**src/rtl/vga_timing_gen.sv**
```systemverilog
// Free-running raster timing generator for 1280x720 video.
// Flags are decoded from the next-state counters, so every output is registered and aligned.
module vga_timing_gen #(
  parameter int H_TOTAL      = 1650,
  parameter int V_TOTAL      = 750,
  parameter int H_ACTIVE     = 1280,
  parameter int V_ACTIVE     = 720,
  parameter int H_SYNC_START = 1390,
  parameter int H_SYNC_LEN   = 41,
  parameter int V_SYNC_START = 725,
  parameter int V_SYNC_LEN   = 6,
  parameter int FCNT_W       = 16
) (
  input  logic              clk,
  input  logic              rst_n,
  output logic [10:0]       hcount,
  output logic [10:0]       vcount,
  output logic              hsync,
  output logic              vsync,
  output logic              hblnk,
  output logic              vblnk,
  output logic              line_start,
  output logic              frame_start,
  output logic [FCNT_W-1:0] frame_cnt
);

  localparam logic [10:0] H_LAST       = 11'(H_TOTAL - 1);
  localparam logic [10:0] V_LAST       = 11'(V_TOTAL - 1);
  localparam logic [10:0] H_BLANK      = 11'(H_ACTIVE);
  localparam logic [10:0] V_BLANK      = 11'(V_ACTIVE);
  localparam logic [10:0] H_SYNC_FIRST = 11'(H_SYNC_START);
  localparam logic [10:0] H_SYNC_END   = 11'(H_SYNC_START + H_SYNC_LEN);
  localparam logic [10:0] V_SYNC_FIRST = 11'(V_SYNC_START);
  localparam logic [10:0] V_SYNC_END   = 11'(V_SYNC_START + V_SYNC_LEN);
  localparam logic [FCNT_W-1:0] FCNT_ONE = FCNT_W'(1);

  logic              hWrap, vWrap;
  logic [10:0]       hcount_q, hcount_d;
  logic [10:0]       vcount_q, vcount_d;
  logic              hsync_q, hsync_d;
  logic              vsync_q, vsync_d;
  logic              hblnk_q, hblnk_d;
  logic              vblnk_q, vblnk_d;
  logic              line_start_q, line_start_d;
  logic              frame_start_q, frame_start_d;
  logic [FCNT_W-1:0] frame_cnt_q, frame_cnt_d;

  always_comb begin
    hWrap       = (hcount_q == H_LAST);
    vWrap       = (vcount_q == V_LAST);
    hcount_d    = hWrap ? 11'd0 : hcount_q + 11'd1;
    vcount_d    = vcount_q;
    frame_cnt_d = frame_cnt_q;
    if (hWrap) begin
      vcount_d = vWrap ? 11'd0 : vcount_q + 11'd1;
    end
    if (hWrap && vWrap) begin
      frame_cnt_d = frame_cnt_q + FCNT_ONE;
    end
    // Decoding the next-state counters keeps flags in the same cycle as the counts they describe.
    hsync_d       = (hcount_d >= H_SYNC_FIRST) && (hcount_d < H_SYNC_END);
    vsync_d       = (vcount_d >= V_SYNC_FIRST) && (vcount_d < V_SYNC_END);
    hblnk_d       = (hcount_d >= H_BLANK);
    vblnk_d       = (vcount_d >= V_BLANK);
    line_start_d  = hWrap;
    frame_start_d = hWrap && vWrap;
  end

  always_ff @(posedge clk or negedge rst_n) begin
    if (!rst_n) begin
      hcount_q      <= '0;
      vcount_q      <= '0;
      hsync_q       <= 1'b0;
      vsync_q       <= 1'b0;
      hblnk_q       <= 1'b0;
      vblnk_q       <= 1'b0;
      line_start_q  <= 1'b0;
      frame_start_q <= 1'b0;
      frame_cnt_q   <= '0;
    end else begin
      hcount_q      <= hcount_d;
      vcount_q      <= vcount_d;
      hsync_q       <= hsync_d;
      vsync_q       <= vsync_d;
      hblnk_q       <= hblnk_d;
      vblnk_q       <= vblnk_d;
      line_start_q  <= line_start_d;
      frame_start_q <= frame_start_d;
      frame_cnt_q   <= frame_cnt_d;
    end
  end

  assign hcount      = hcount_q;
  assign vcount      = vcount_q;
  assign hsync       = hsync_q;
  assign vsync       = vsync_q;
  assign hblnk       = hblnk_q;
  assign vblnk       = vblnk_q;
  assign line_start  = line_start_q;
  assign frame_start = frame_start_q;
  assign frame_cnt   = frame_cnt_q;

endmodule

```
**config.mk**
```make
export PLATFORM = sky130hd
export DESIGN_NAME = vga_timing_gen
export DESIGN_NICKNAME = d
export VERILOG_FILES = /design/src/rtl/vga_timing_gen.sv
export SDC_FILE = /design/constraint.sdc
export NUM_CORES = 1
export LEC_CHECK = 0
export BUFFER_PORTS_ARGS = -buffer_cell sky130_fd_sc_hd__buf_2
export CORE_MARGIN = 4
export CORE_UTILIZATION = 58
export CTS_CLUSTER_SIZE = 20
export DETAILED_ROUTE_END_ITERATION = 16
export PLACE_DENSITY = 0.84
export SYNTH_ARGS = -nofsm -noshare
export SYNTH_HDL_FRONTEND = slang
export SYNTH_SLANG_ARGS = --single-unit
```
**constraint.sdc**
```tcl
create_clock -name clk -period 6 [get_ports clk]
set_clock_uncertainty 0.15 [all_clocks]
set_input_delay 1.8 -clock clk [delete_from_list [all_inputs] [get_ports clk]]
set_output_delay 1.8 -clock clk [all_outputs]
set_load 0.02 [all_outputs]
```
==> metrics.cfg, run 1 <==
[worst_setup_path]
cp.depth = 1
crit_end = vcount[3]
cp_top_family = flip-flops
cp-start-kind = register
rrSetupSlack_ps = 3210
crit_path_end_kind = output port
crit_chain = buf_2
reg2reg_to = hsync
max_stage_delay_ps = 500
cp.required_ps = 4050
cp_num_buf_inv = 1
cp-startpoint = vcount[3]
critPathKind = reg2out
arrival_ps = 1060
crit_path_top_delay_cell = dfrtp_1
critPathMaxFanout = 7
reg2reg_depth = 7
r2r-start = hcount[2]

[power_and_ir_drop]
powerDensity_nw_per_um2 = 200.6
ir_drop_mv = 0.1953
p_leak_nw = 1.287

[synthesis]
avgSynthCellArea_sq_um = 11.01
yosys_most_used_dff = dfrtp_1
synthCells = 192
synth_nets = 199
ys_warn_count = 0
synth_xor_area_share_pct = 11.19
synth_top_family_by_area = simple AND/OR/NAND/NOR gates
synthSimpleGateAreaFrac_pct = 20.07
synth_common_cells = dfrtp_1, xnor2_1, nand4_1
synthTopCellsByArea = dfrtp_1, xnor2_1, nand4_1
synth_seq_cells = 44
synth_adder_area_share_pct = 2.960
yosysSeqAreaShare_pct = 52.10
yosysMostFrequentCell = dfrtp_1
synth_compound_area_share_pct = 9.295
synth_top_area_share_pct = 52.10
synth_edf_count = 0
synth.area.mux_share_pct = 1.066
synth_cell_types = 46
syn_area_sq_um = 2113
yosysTopAreaCell = dfrtp_1
async_reset_ff_share_pct = 100.0

[global_routing]
gr-usage-all-layers_pct = 20.60
grt_pass1_vias = 1485
grt-ovfl-total = 0
antenna_found_initial = 0
grt_pass1_wl_um = 6996
grt_max_degree = 45

[die]
io_pins = 46
row_count = 21
start_util_pct = 61.87
fp.coreArea_sq_um = 3416
die-area_sq_um = 4673
die_h_um = 68.36
die_x_um = 68.36

[placed_design]
place_area_sq_um = 2384
hpwl_um = 3154
routabilityCongestion = 0.8073
place_ws_ps = 3237
io_buffers = 45

[timing]
timing.fmax_ghz = 0.3318
slew_viol_final = 0
setup_viol = 0
setup_ws_ps = 2986
fin_crit_ps = 3014
hold_viol = 0
tns_ps = 0
period_share_pct = 50.23
tightest_slew_ps = 929.8
rsz0062_at_grt = no
slew_headroom_pct = 38.01

[detailed_routing]
vias = 1612
finalWirelength_um = 4293
ant_nets = 0
dr.pass1.iters = 4
routed_via_density = 5.597
drt-initial-drc-count = 80
drc = 0
wl_per_cell_um = 14.91

[layout]
num_antenna_cells = 0
drive_above_1_share_pct = 27.27
nNetsFinal = 248
fill_cells = 263
postLayoutCellArea_sq_um = 2474
syn2layout_area_growth_pct = 17.05
post-route-util_pct = 72.42

[cts]
cts_resized = 0
cts_buffers = 5
clk_pin_slew_ps = 130
root_buffer = clkbuf_4
post_cts_buffers = 0
clock_latency_ps = 360
cts_htree_levels = 2
cts-hold-fix-buffers = 0
cts_tree = yes
cts.sinks = 44
cts_buffer_depth = 2

[hold_path]
hp-class = reg2reg

[run_status]
status = finished, final reports clean

[job]
drv_cap = 0

[per-stage QoR]
step	hold WS, ps	cells	power (mW)
6_report	323.0	288	0.4962
5_1_grt	357.5	288	0.5156
4_1_cts	330.9	288	0.5000
3_5_place_dp	309.3	280	0.3082
3_3_place_gp	311.0	280	0.3082
2_1_floorplan	432.4	192	0.3022
[report_power, final]
| group | leakage, nW | switching, mW | internal [mW] |
|---|---|---|---|
| clock | 0.0484 | 0.0944 | 0.0998 |
| sequential | 0.601 | 0 | 0.296 |
| combinational | 0.638 | 0.00525 | 0.000236 |
[worst min-delay path by stage]
| stage | startpoint | to | slack [ps] | cells after the start |
|---|---|---|---|---|
| final | frame_cnt[15] | frame_cnt[15] | 320 | 1 |
| after global routing | frame_cnt[15] | frame_cnt[15] | 360 | 1 |
| after CTS | frame_cnt[15] | frame_cnt[15] | 330 | 1 |
| after detailed placement | frame_cnt[15] | frame_cnt[15] | 310 | 1 |
| after global placement | frame_cnt[15] | frame_cnt[15] | 310 | 1 |
| after floorplan | frame_cnt[15] | frame_cnt[15] | 430 | 1 |
[logic make-up after synthesis]
kind of cell / after synthesis
AND/OR/NAND/NOR: 76
flip-flops: 44
XOR/XNOR: 27
AO/OA/AOI/OAI: 22
buffers and inverters: 16
adder cells (fa/ha/maj): 5
multiplexers: 2
[cells in the final DEF (no fill, tap or decap), types with 3 or more instances in the layout]
cell type  netlist  final
dfrtp_1         44     44
nand2_1         12     12
nand3_1          9      9
a21oi_1          3      3
clkbuf_4         0      5
and3_1           4      4
ha_1             5      5
inv_1           11     11
nor2_1          12     12
xor2_1           8      8
nand4_1         13     13
buf_2            1     45
xnor2_1         19     19
nor3_1           8      8
[registers in the layout, indices dropped and copies added (netlist names)]
register and cells:
hblnk 1, frame_cnt 16, hcount 11, line_start 1, vblnk 1, vsync 1, vcount 11, hsync 1
frame_start 1
[routing by layer]
layer	track usage, %	share of wire, %	wire (um)
met3	6.240	5.8	251
met5	0	0	0
met2	30.93	48	2069
met4	5.955	1.0	44
met1	28.85	45	1927
[area by class of cell]
cell class	instances	area, sq um	share of cell area, %
Timing Repair Buffer	46	232.7	9.408
Inverter	12	50.05	2.023
Sequential cell	44	1101	44.51
Multi-Input combinational cell	132	942.2	38.09
Clock buffer	6	51.30	2.074
Clock inverter	2	38.79	1.568
Tap cell	46	57.56	2.327
(Power assumes the default switching activity.)
==> run 2, diff against run 1 <==
--- a/config.mk
+++ b/config.mk
@@ -7,10 +7,10 @@
 export LEC_CHECK = 0
 export BUFFER_PORTS_ARGS = -buffer_cell sky130_fd_sc_hd__buf_2
 export CORE_MARGIN = 4
-export CORE_UTILIZATION = 58
+export CORE_UTILIZATION = 53
 export CTS_CLUSTER_SIZE = 20
 export DETAILED_ROUTE_END_ITERATION = 16
-export PLACE_DENSITY = 0.84
+export PLACE_DENSITY = 0.78
 export SYNTH_ARGS = -nofsm -noshare
 export SYNTH_HDL_FRONTEND = slang
 export SYNTH_SLANG_ARGS = --single-unit
==> constraint.sdc (replaced) <==
create_clock -name clk -period 2.9 [get_ports clk]
set_clock_uncertainty 0.15 [all_clocks]
set_input_delay 0.87 -clock clk [delete_from_list [all_inputs] [get_ports clk]]
set_output_delay 0.87 -clock clk [all_outputs]
set_load 0.02 [all_outputs]
==> run 2 against run 1 <==
Against the previous run: core utilization down 4.1 points; final cell count is 2.4% higher; largest cell class unchanged; combinational power is 130% higher; routed wire length grew 3.9%; power increased by 120%; critical path depth increased by 6; critical endpoint is now hsync; register-to-register slack got worse by 3100 ps; flip-flop and latch count unchanged; critical path type is now reg2reg.
==> metrics.cfg, run 2 (same netlist as run 1, synthesis figures left out) <==
[timing]
fin_crit_ps = 2771
timing.fmax_ghz = 0.3609
slew_viol_final = 0  ; unchanged
tns_ps = 0  ; unchanged
period_share_pct = 95.54
rsz0062_at_grt = no
tightest_slew_ps = 544.1  ; -385.7 ps
slew_headroom_pct = 63.73  ; +26 points
whs_ps = 327.5  ; +4.552 ps
setup_viol = 0  ; unchanged
hold_viol = 0  ; unchanged
setup_ws_ps = 129.2  ; -2857 ps

[placed_design]
io_buffers = 45  ; unchanged
routabilityCongestion = 0.8308  ; +2.9%
hpwl_um = 3173  ; +0.59%
placed_cells = 285  ; +1.8%
place_ws_ps = 126.5  ; -3110 ps

[detailed_routing]
finalWirelength_um = 4459  ; +3.9%
dr.pass1.iters = 4  ; unchanged
ant_nets = 0  ; unchanged
routed_via_density = 5.444  ; -2.7%
vias = 1606  ; -0.37%
drc = 0  ; unchanged
wl_per_cell_um = 15.12  ; +1.4%
drt-initial-drc-count = 84  ; +5.0%

[worst_setup_path]
cp_num_buf_inv = 1  ; unchanged
cp_top_family = simple AND/OR/NAND/NOR gates
max_stage_delay_ps = 510  ; about the same
rrSetupSlack_ps = 130  ; -3080 ps
cp.required_ps = 2940  ; -1110 ps
crit_path_top_delay_cell = or4b_1
crit_path_frequent_cell = or4_1
reg2reg_depth = 7  ; unchanged
cp.depth = 7  ; +6
critPathKind = reg2reg
reg2reg_to = hsync
arrival_ps = 2810  ; +1750 ps
r2r-start = hcount[3]
crit_end = hsync
crit_chain = or4b_1, or3_4, clkinv_4, or4_1, a21oi_1, or4_1, a2111oi_4
cp-start-kind = register
cp-startpoint = hcount[3]
crit_path_end_kind = register
critPathMaxFanout = 19  ; +12

[run_status]
status = finished, final reports clean

[power_and_ir_drop]
netSwitchingFraction_pct = 19.53  ; -0.55 points
ir_drop_mv = 0.3634  ; +86%
share_seq_of_total_power_pct = 55.1  ; -4.6 points
powerDensity_nw_per_um2 = 435.3  ; +120%
power_frac_clock_pct = 43.8  ; +4.7 points
comb_power_share_pct = 1.1  ; about the same
switchingPower_mw = 0.2174  ; +120%
p_leak_nw = 1.323  ; +2.8%
p_int_mw = 0.8957  ; +130%

[global_routing]
gr-usage-all-layers_pct = 19.24  ; -1.4 points
grt_max_degree = 45  ; unchanged
grt_pass1_vias = 1564  ; +5.3%
grt-ovfl-total = 0  ; unchanged
grt_pass1_wl_um = 7652  ; +9.4%
antenna_found_initial = 0  ; unchanged

[cts]
cts.sinks = 44  ; unchanged
cts_htree_levels = 2  ; unchanged
clk_pin_slew_ps = 80  ; -50 ps
cts_buffer_depth = 2  ; unchanged
clock_latency_ps = 300  ; -60 ps
cts_tree = yes
cts-hold-fix-buffers = 0  ; unchanged
root_buffer = clkbuf_8
cts_buffers = 5  ; unchanged

[layout]
drive_above_1_share_pct = 28.74  ; +1.5 points
final_common_cell = buf_2
largest_reg_flops = 16  ; unchanged
finalNonFillerCells = 295  ; +2.4%
syn2layout_area_growth_pct = 21.02
num_antenna_cells = 0  ; unchanged
layout_common_cells = buf_2, dfrtp_1, xnor2_1, nand4_1
nNetsFinal = 253  ; +2.0%

[die]
die_h_um = 71.15  ; +4.1%
die-area_sq_um = 5062  ; +8.3%
fp.coreArea_sq_um = 3744  ; +9.6%
die_x_um = 71.15  ; +4.1%
start_util_pct = 56.45  ; -5.4 points
row_count = 22  ; +4.8%
io_pins = 46  ; unchanged

[hold_path]
hp-class = reg2reg
hold_depth = 1  ; unchanged

[job]
drv_cap = 0  ; unchanged

==> run 2: cell types whose count changed in the layout (fill, tap and decap cells not counted) <==
cell       before  now
buf_4           1    6
clkbuf_4        5    0
clkbuf_8        1    6
a2111oi_2       2    1
a2111oi_4       0    1
==> run 2: cell type report <==
| cell class | instances | area (sq um) |
|---|---|---|
| Tap cell | 48 | 60.06 |
| Multi-Input combinational cell | 132 | 954.7 |
| Fill cell | 296 | 1186 |
| Inverter | 12 | 50.05 |
| Clock buffer | 6 | 82.58 |
| Clock inverter | 2 | 38.79 |
| Sequential cell | 44 | 1101 |
| Timing Repair Buffer | 51 | 270.3 |
==> run 2: worst min-delay path by stage <==
stage                        startpoint       endpoint  slack (ps)
after detailed placement  frame_cnt[15]  frame_cnt[15]         330
after CTS                 frame_cnt[15]  frame_cnt[15]         340
after floorplan                   rst_n   frame_cnt[0]         420
after global routing       frame_cnt[4]   frame_cnt[4]         360
after global placement    frame_cnt[15]  frame_cnt[15]         310
final                     frame_cnt[15]  frame_cnt[15]         330
==> run 2: what timing repair did <==
| item | in CTS | in global routing |
|---|---|---|
| gates resized for setup | 0 | 1 |
| endpoints found under the setup margin | 0 | 1 |
| buffers inserted | 0 | 2 |
==> run 2: routing by layer <==
layer	global-route usage, %	vias up	share of wire, %
met4	6.889	0	1.5
li1	-	787	-
met1	26.58	776	46
met3	5.114	6	4.8
met5	0	-	0
met2	29.18	37	48
==> run 2: power by group through the flow <==
stage	registers [mW]	logic [mW]	clock network [mW]
2_1_floorplan	0.625	0.000000402	0
3_3_place_gp	0.625	0.0136	0
3_5_place_dp	0.625	0.0137	0
4_1_cts	0.613	0.0136	0.499
5_1_grt	0.613	0.0154	0.525
6_report	0.613	0.0127	0.488
==> run 2: stage by stage <==
stage / util, % / power, mW / cell area [sq um]
2_1_floorplan: - / 0.6253 / 2113
3_3_place_gp: 64.34 / 0.6388 / 2409
3_5_place_dp: 64.34 / 0.6388 / 2409
4_1_cts: 67.58 / 1.126 / 2530
5_1_grt: 68.32 / 1.154 / 2557
6_report: 68.32 / 1.113 / 2557
==> run 3, diff against run 2 <==
==> config.mk (replaced) <==
export PLATFORM = sky130hd
export DESIGN_NAME = vga_timing_gen
export DESIGN_NICKNAME = d
export VERILOG_FILES = /design/src/rtl/vga_timing_gen.sv
export SDC_FILE = /design/constraint.sdc
export NUM_CORES = 1
export LEC_CHECK = 0
export CORE_MARGIN = 4
export CORE_UTILIZATION = 62
export CTS_CLUSTER_SIZE = 20
export DETAILED_ROUTE_END_ITERATION = 16
export DONT_BUFFER_PORTS = 1
export PLACE_DENSITY = 0.78
export REMOVE_ABC_BUFFERS = 1
export SYNTH_ARGS = -nofsm -noshare
export SYNTH_HDL_FRONTEND = slang
export SYNTH_SLANG_ARGS = --single-unit
==> run 3 against run 2 <==
Against the previous run: sequential share of layout area is 3.6 points higher; sequential power hardly changed; clock power is 21% lower; core utilization is 6.6 points higher; register-to-register slack better by 50 ps; fmax is 2.0% higher; die area is 13% lower.
==> metrics.cfg, run 3 (same netlist as run 1, synthesis figures left out) <==
[layout]
drive_above_1_share_pct = 17.37  ; -11 points
final_common_cell = dfrtp_1
syn2layout_area_growth_pct = 11.72
post-route-util_pct = 74.88  ; +6.6 points
layout_common_cells = dfrtp_1, xnor2_1, buf_4, nand4_1
nNetsFinal = 219  ; -13%
fill_cells = 235  ; -21%
largest_reg_flops = 16  ; unchanged
postLayoutCellArea_sq_um = 2361  ; -7.7%
num_antenna_cells = 0  ; unchanged

[timing]
slew_headroom_pct = 71.31  ; +7.6 points
setup_ws_ps = 182.9  ; +53.71 ps
rsz0062_at_grt = no
tightest_slew_ps = 425.7  ; -118.4 ps
setup_viol = 0  ; unchanged
period_share_pct = 93.69  ; -1.9 points
whs_ps = 40.80  ; -286.7 ps
hold_viol = 0  ; unchanged
slew_viol_final = 0  ; unchanged
timing.fmax_ghz = 0.3680  ; +2.0%
tns_ps = 0  ; unchanged
fin_crit_ps = 2717  ; -53.71 ps

[cts]
cts_buffer_depth = 2  ; unchanged
cts_htree_levels = 2  ; unchanged
clk_pin_slew_ps = 140  ; +60 ps
cts-hold-fix-buffers = 0  ; unchanged
cts_resized = 0  ; unchanged
root_buffer = clkbuf_4
cts_buffers = 5  ; unchanged
clock_latency_ps = 350  ; +50 ps
cts_tree = yes
post_cts_buffers = 0  ; unchanged
cts.sinks = 44  ; unchanged

[detailed_routing]
wl_per_cell_um = 17.31  ; +15%
routed_via_density = 5.961  ; +9.5%
drt-initial-drc-count = 68  ; -19%
drc = 0  ; unchanged
vias = 1532  ; -4.6%
dr.pass1.iters = 4  ; unchanged
finalWirelength_um = 4449  ; -0.22%
ant_nets = 0  ; unchanged

[global_routing]
grt-ovfl-total = 0  ; unchanged
grt_pass1_vias = 1538  ; -1.7%
gr-usage-all-layers_pct = 22.51  ; +3.3 points
antenna_found_initial = 0  ; unchanged
grt_max_degree = 45  ; unchanged
grt_pass1_wl_um = 7500  ; -2.0%

[worst_setup_path]
critPathMaxFanout = 19  ; unchanged
reg2reg_depth = 7  ; unchanged
cp-start-kind = register
arrival_ps = 2810  ; about the same
critPathKind = reg2reg
crit_path_end_kind = register
cp.required_ps = 2990  ; +50 ps

[die]
row_count = 20  ; -9.1%
die-area_sq_um = 4406  ; -13%
fp.coreArea_sq_um = 3153  ; -16%
die_h_um = 66.38  ; -6.7%
start_util_pct = 67.02  ; +11 points
io_pins = 46  ; unchanged
die_x_um = 66.38  ; -6.7%

[run_status]
status = finished, final reports clean

[job]
drv_cap = 0  ; unchanged

[power_and_ir_drop]
p_leak_nw = 1.127  ; -15%
powerDensity_nw_per_um2 = 423.5  ; -2.7%
ir_drop_mv = 0.3627  ; -0.21%

[hold_path]
hp-class = in2async

[placed_design]
hpwl_um = 3408  ; +7.4%
place_ws_ps = 201.9  ; +75.39 ps
io_buffers = 0  ; -100%
place_area_sq_um = 2276  ; -5.5%
routabilityCongestion = 0.8158  ; -1.8%

## run 3: cell types whose count changed in the layout (fill, tap and decap cells not counted)
| cell | before | now |
|---|---|---|
| a2111oi_2 | 1 | 2 |
| a2111oi_4 | 1 | 0 |
| buf_2 | 45 | 0 |
| buf_4 | 6 | 17 |
| clkbuf_4 | 0 | 5 |
| clkbuf_8 | 6 | 0 |
| clkinv_4 | 2 | 3 |
## run 3: layout make-up
cell class	instances	area, sq um	area share (%)
Clock buffer	5	37.54	1.590
Multi-Input combinational cell	132	942.2	39.90
Tap cell	44	55.05	2.332
Clock inverter	3	47.55	2.014
Timing Repair Buffer	17	127.6	5.405
Sequential cell	44	1101	46.64
Inverter	12	50.05	2.120
## run 3: worst max-delay path: stages (launching register included)
cell       delay, ps
dfrtp_1          390
or4b_1           510
or3_4            440
clkinv_4         160
or4_1            130
a21oi_1           60
or4_1            420
a2111oi_2        360
## run 3: metrics by stage
step,std cells,power [mW]
floorplan,188,0.6253
global placement,249,0.6253
detailed placement,249,0.6253
CTS,257,1.003
global route,257,1.033
finish,257,1.000
## run 3: final timing paths
check	startpoint	end	slack, ps
hold reg to reg	frame_cnt[15]	frame_cnt[15]	480
max in group asynchronous	rst_n	vcount[3]	2460
setup / recovery	hcount[2]	hsync	180
setup reg to reg	hcount[2]	hsync	180
hold / removal	rst_n	hcount[9]	40
min in group clk	frame_cnt[15]	frame_cnt[15]	480
## run 3: where the power goes
group          switching (mW)   total (mW)  internal [mW]
Clock                   0.202        0.386          0.184
Sequential                  0        0.614          0.614
Combinational               0  0.000000481              0
## run 3: per-layer routing
layer / routed length, um / up-vias / track usage [%]
met2: 2261 / 52 / 37.42
met5: 0 / - / 0
met4: 80 / 0 / 7.107
met1: 1741 / 747 / 27.28
met3: 366 / 6 / 7.823
li1: - / 727 / -
